[config.mk]
export PLATFORM = sky130hd
export DESIGN_NAME = shift_register_ctl
export DESIGN_NICKNAME = d
export VERILOG_FILES = /design/src/rtl/shift_register_ctl.sv
export SDC_FILE = /design/constraint.sdc
export NUM_CORES = 1
export LEC_CHECK = 0
export BUFFER_PORTS_ARGS = -buffer_cell sky130_fd_sc_hd__buf_2
export CAP_MARGIN = 20
export CORE_MARGIN = 3
export CORE_UTILIZATION = 44
export CTS_CLUSTER_DIAMETER = 80
export DETAILED_ROUTE_END_ITERATION = 7
export GPL_ROUTABILITY_DRIVEN = 0
export PLACE_DENSITY_LB_ADDON = 0.25
export SLEW_MARGIN = 20
export SYNTH_ARGS = -nofsm -noshare
export SYNTH_HDL_FRONTEND = slang
export SYNTH_SLANG_ARGS = --single-unit
[constraint.sdc]
create_clock -name clk -period 1.3 [get_ports clk]
set_input_delay 0.065 -clock clk [delete_from_list [all_inputs] [get_ports clk]]
set_output_delay 0.065 -clock clk [all_outputs]
set_load 0.05 [all_outputs]
[src/rtl/shift_register_ctl.sv]
// -----------------------------------------------------------------------------
// shift_register_ctl
//
// WIDTH-bit shift register with parallel load, single-step shifting and a
// multi-step shift command with busy/done handshake. It replaces the old
// fixed 4-bit right-shift register. Four shift modes are available: logical
// right, logical left, rotate right and arithmetic right. A multi-step
// command runs one step per clock, so no barrel shifter is needed.
//
// Ports:
//   clk       rising-edge clock
//   areset_n  asynchronous active-low reset
//   load      parallel load of data into q (highest priority, aborts RUN)
//   data      parallel load value
//   ena       single-step shift using the live mode (idle only)
//   start     begin a multi-step shift of 'amount' steps (idle only)
//   amount    number of steps for start (0 gives an immediate done pulse)
//   mode      00 LSR, 01 LSL, 10 ROR, 11 ASR
//   ser_in    fill bit for LSR/LSL, sampled on every shifting edge
//   q         register contents
//   ser_out   registered bit discarded by the most recent shift
//   busy      multi-step command in progress (state register)
//   done      one-cycle pulse when a multi-step command completes
// -----------------------------------------------------------------------------
module shift_register_ctl #(
    parameter int WIDTH = 8,
    parameter int AMT_W = $clog2(WIDTH) + 1
) (
    input  logic             clk,
    input  logic             areset_n,
    input  logic             load,
    input  logic [WIDTH-1:0] data,
    input  logic             ena,
    input  logic             start,
    input  logic [AMT_W-1:0] amount,
    input  logic [1:0]       mode,
    input  logic             ser_in,
    output logic [WIDTH-1:0] q,
    output logic             ser_out,
    output logic             busy,
    output logic             done
);

    typedef enum logic {
        IDLE = 1'b0,
        RUN  = 1'b1
    } state_t;

    typedef enum logic [1:0] {
        MODE_LSR = 2'b00,
        MODE_LSL = 2'b01,
        MODE_ROR = 2'b10,
        MODE_ASR = 2'b11
    } mode_t;

    state_t           state;
    mode_t            mode_r;
    logic [AMT_W-1:0] cnt;

    // Shift results for the latched mode (RUN) and the live mode (ena).
    logic [WIDTH-1:0] run_q;
    logic             run_bit;
    logic [WIDTH-1:0] live_q;
    logic             live_bit;

    // One shift step; returns {discarded bit, new register value}.
    function automatic logic [WIDTH:0] shift_step(
        input logic [WIDTH-1:0] cur,
        input mode_t            m,
        input logic             fill
    );
        logic [WIDTH:0] res;
        res = '0;
        case (m)
            MODE_LSR: res = {cur[0],       fill,         cur[WIDTH-1:1]};
            MODE_LSL: res = {cur[WIDTH-1], cur[WIDTH-2:0], fill};
            MODE_ROR: res = {cur[0],       cur[0],       cur[WIDTH-1:1]};
            MODE_ASR: res = {cur[0],       cur[WIDTH-1], cur[WIDTH-1:1]};
            default:  res = {1'b0, cur};
        endcase
        return res;
    endfunction

    always_comb begin
        {run_bit, run_q}   = shift_step(q, mode_r, ser_in);
        {live_bit, live_q} = shift_step(q, mode_t'(mode), ser_in);
    end

    always_ff @(posedge clk or negedge areset_n) begin
        if (!areset_n) begin
            state   <= IDLE;
            mode_r  <= MODE_LSR;
            cnt     <= '0;
            q       <= '0;
            ser_out <= 1'b0;
            done    <= 1'b0;
        end else begin
            // done is a single-cycle pulse unless set again below.
            done <= 1'b0;
            if (load) begin
                // Load aborts any command; an aborted command never pulses done.
                q     <= data;
                state <= IDLE;
                cnt   <= '0;
            end else if (state == RUN) begin
                q       <= run_q;
                ser_out <= run_bit;
                cnt     <= cnt - 1'b1;
                if (cnt == AMT_W'(1)) begin
                    state <= IDLE;
                    done  <= 1'b1;
                end
            end else if (start) begin
                // Zero-length command completes at once without entering RUN.
                if (amount == '0) begin
                    done <= 1'b1;
                end else begin
                    cnt    <= amount;
                    mode_r <= mode_t'(mode);
                    state  <= RUN;
                end
            end else if (ena) begin
                q       <= live_q;
                ser_out <= live_bit;
            end
        end
    end

    assign busy = (state == RUN);

endmodule

==> impl_results.md <==
* Status: finished clean
* Gr ovfl total at 0
* Port bufs at 30
* Final min period at around 1.3 ns
* Post-detailed-route count of antenna-violating nets at 0
* Relative slew slack at between 70% and 80%
* Worst hold path depth at 3
* Hold Path Class: in -> reg
* Die Ht at 53.4 um
* Arrival time at the worst endpoint at 1.47 ns
* Final hold viol count at 0
* H-tree depth at 1
* Number of max-cap violations at 0
* Layout cells sized above 1 at 38.2%
* Std-Cell Rows at 16
* Fin Hold WS at 0.0187 ns
* Crit path max fanout at 8
* Cells on worst reg2reg path at 2
* DRT Pass-1 Iters at 4
* RSZ-0062 raised after global routing: true
* Cts bufs inserted at 3
* Flops & latches, synth at 17
* First-pass GRT wire length at a little under 4 mm
* Pwr dens at approximately 1200 mW/mm^2
* Final cell count without fillers at between 150 and 200
* Flop-to-flop setup slack at approximately 0.014 ns
* Critical path, cell by cell: or3_4 > mux2_4
* Net count, final at around 150
* Final core utilization at 62.9%
* Die Area at between 0.002 and 0.003 mm^2
* Synth Instances at between 90 and 100
* Vias in the first global route at 796
* Worst Setup End Kind: flip-flop
* Core Box Area at 0.00204 mm^2
* Worst EP required at 1.49 ns
* Fin crit share at a little over nine tenths
* Post-synth design cell area at a little under 0.001 mm^2
* Post-Place Cells at 150
* Starting Density at 48.4%
* DR iter-0 viols at 11
* Slowest stage delay, CP at 0.48 ns
* Final Routed Wirelength at roughly 2.3 mm
* Worst Skew at roughly 0.0041 ns
* Critical-path top delay cell: dfrtp_2
* Clk_lat worst skew at approximately 0.29 ns
* Mapped Avg Cell Area at between 10 and 15 um^2
* Vias per cell at between 5 and 6
* Netlist cell types at 32
* Routed len/inst at approximately 15 um
* CTS tree: yes
* Io pins at 31
* Antenna cells at 0
* Final setup margin at 0.0139 ns
* Clk pin slew, worst setup/hold paths at about 0.10 ns
* Longest Clk Path Bufs at 2
* Worst slack at placement at -0.00442 ns
* Syn nets at about 110
* Worst slew pin tran at 0.387 ns
* Seq/Total Area, Yosys at approximately 43%
* Initial antenna violation count at 0
* Area Overhead vs Synth at 29.9%
* F_max at about 800 MHz
* Root buffer cell: clkbuf_4
* Pin count of the biggest net entering global routing at 18
* Fillers at around 190
* Final Max Slew Viols at 0
* Pleak at 0.587 nW
* Total chip power at 1.56 mW
* # setup viols final at 0
* Kind of critical path: reg -> reg
* DR DRC count at 0
* Critical path startpoint category: flip-flop
* Warnings from Yosys at 0
* Die Wd at roughly 53 um
* Vias at between 800 and 900
* Tot GR Track Use at a little under a fifth
* Peak supply drop at 0.752 mV
* CTS sink cnt at 17
==> critical path, delay by kind of cell (launching register included) <==
family	cells	cell delay (ns)
multiplexers	1	0.30
AND/OR/NAND/NOR	1	0.40
flip-flops	1	0.48
==> flip-flops by register name (all words and copies together), names as in the netlist <==
signal   count
busy         1
cnt          4
done         1
mode_r       2
q            8
ser_out      1
==> where the power goes <==
group          switching (mW)  internal, mW
sequential             0.0832         0.600
combinational           0.346         0.243
clock                   0.168         0.119
==> final cells by class <==
| class | count | area, um^2 | share of cell area [%] |
|---|---|---|---|
| inverter | 2 | 7.51 | 0.585 |
| multi-input combinational | 68 | 544 | 42.4 |
| timing repair buffer | 40 | 245 | 19.1 |
| sequential | 17 | 427 | 33.2 |
| clock buffer | 4 | 26.3 | 2.05 |
| tap | 27 | 33.8 | 2.63 |
==> through the flow <==
step | instance area (um^2) | TNS, ns
floorplan | 997 | -0.819
global placement | 1200 | 0
detailed placement | 1200 | -0.00835
CTS | 1260 | 0
global route | 1280 | -0.106
finish | 1280 | 0
==> repair_timing <==
item / in CTS / in global routing
endpoints found under the hold margin: 18 / 0
hold buffers: 2 / 0
buffers inserted: 1 / 1
endpoints found under the setup margin: 3 / 11
pin swaps: 0 / 4
resized for setup: 1 / 2
==> path summary, 6_finish.rpt <==
check | end | start
min | q[6] | data[6]
max | mode_r[1] | busy
min reg2reg | ser_out | ser_out
max reg2reg | mode_r[1] | busy
min in group asynchronous | mode_r[0] | areset_n
max in group asynchronous | busy | areset_n
==> kinds of logic after synthesis <==
family | Yosys count | share of synthesized area [%]
compound gates | 31 | 22.5
simple gates | 20 | 13.5
flops | 17 | 43.0
mux | 13 | 14.2
buf+inv | 6 | 2.40
xor+xnor | 2 | 1.77
fa+ha+maj | 2 | 2.53
==> cell usage after synthesis, drive strengths merged <==
cell type  number  area, um^2
nand3b          5        37.5
a211oi          5        37.5
xnor2           2        17.5
a32o            1        10.0
nor4            1        6.26
a221oi          3        26.3
dfrtp          17         425
mux2            2        30.0
nor2            2        7.51
ha              2        25.0
nor2b           2        12.5
a31oi           1        6.26
o31a            1        8.76
nand2b          2        20.0
o21ai           9        56.3
buf             2        8.75
nor3b           1        7.51
or3             1        11.3
o21bai          2        15.0
nand3           1        5.00
mux2i          11         110
nor3            2        15.0
nand2           3        11.3
inv             2        7.51
a22oi           7        52.6
clkbuf          2        7.51
a21oi           2        10.0
==> placed cells by master, fill, tap and decap left out, drive strengths merged, types with 3 or more instances in the layout <==
cell	netlist	final
clkbuf	2	4
a211oi	5	5
nand3b	5	5
dfrtp	17	17
buf	2	38
nand2	3	3
o21ai	9	9
mux2i	11	11
a22oi	7	7
a221oi	3	3
==> metal layers <==
layer | track usage, % | share of wire [%]
met3 | 2.82 | 4.5
met2 | 27.6 | 48
met5 | 0 | 0
met4 | 10.2 | 1.6
met1 | 26.2 | 45
No activity file was read; power rests on OpenSTA's default activity.
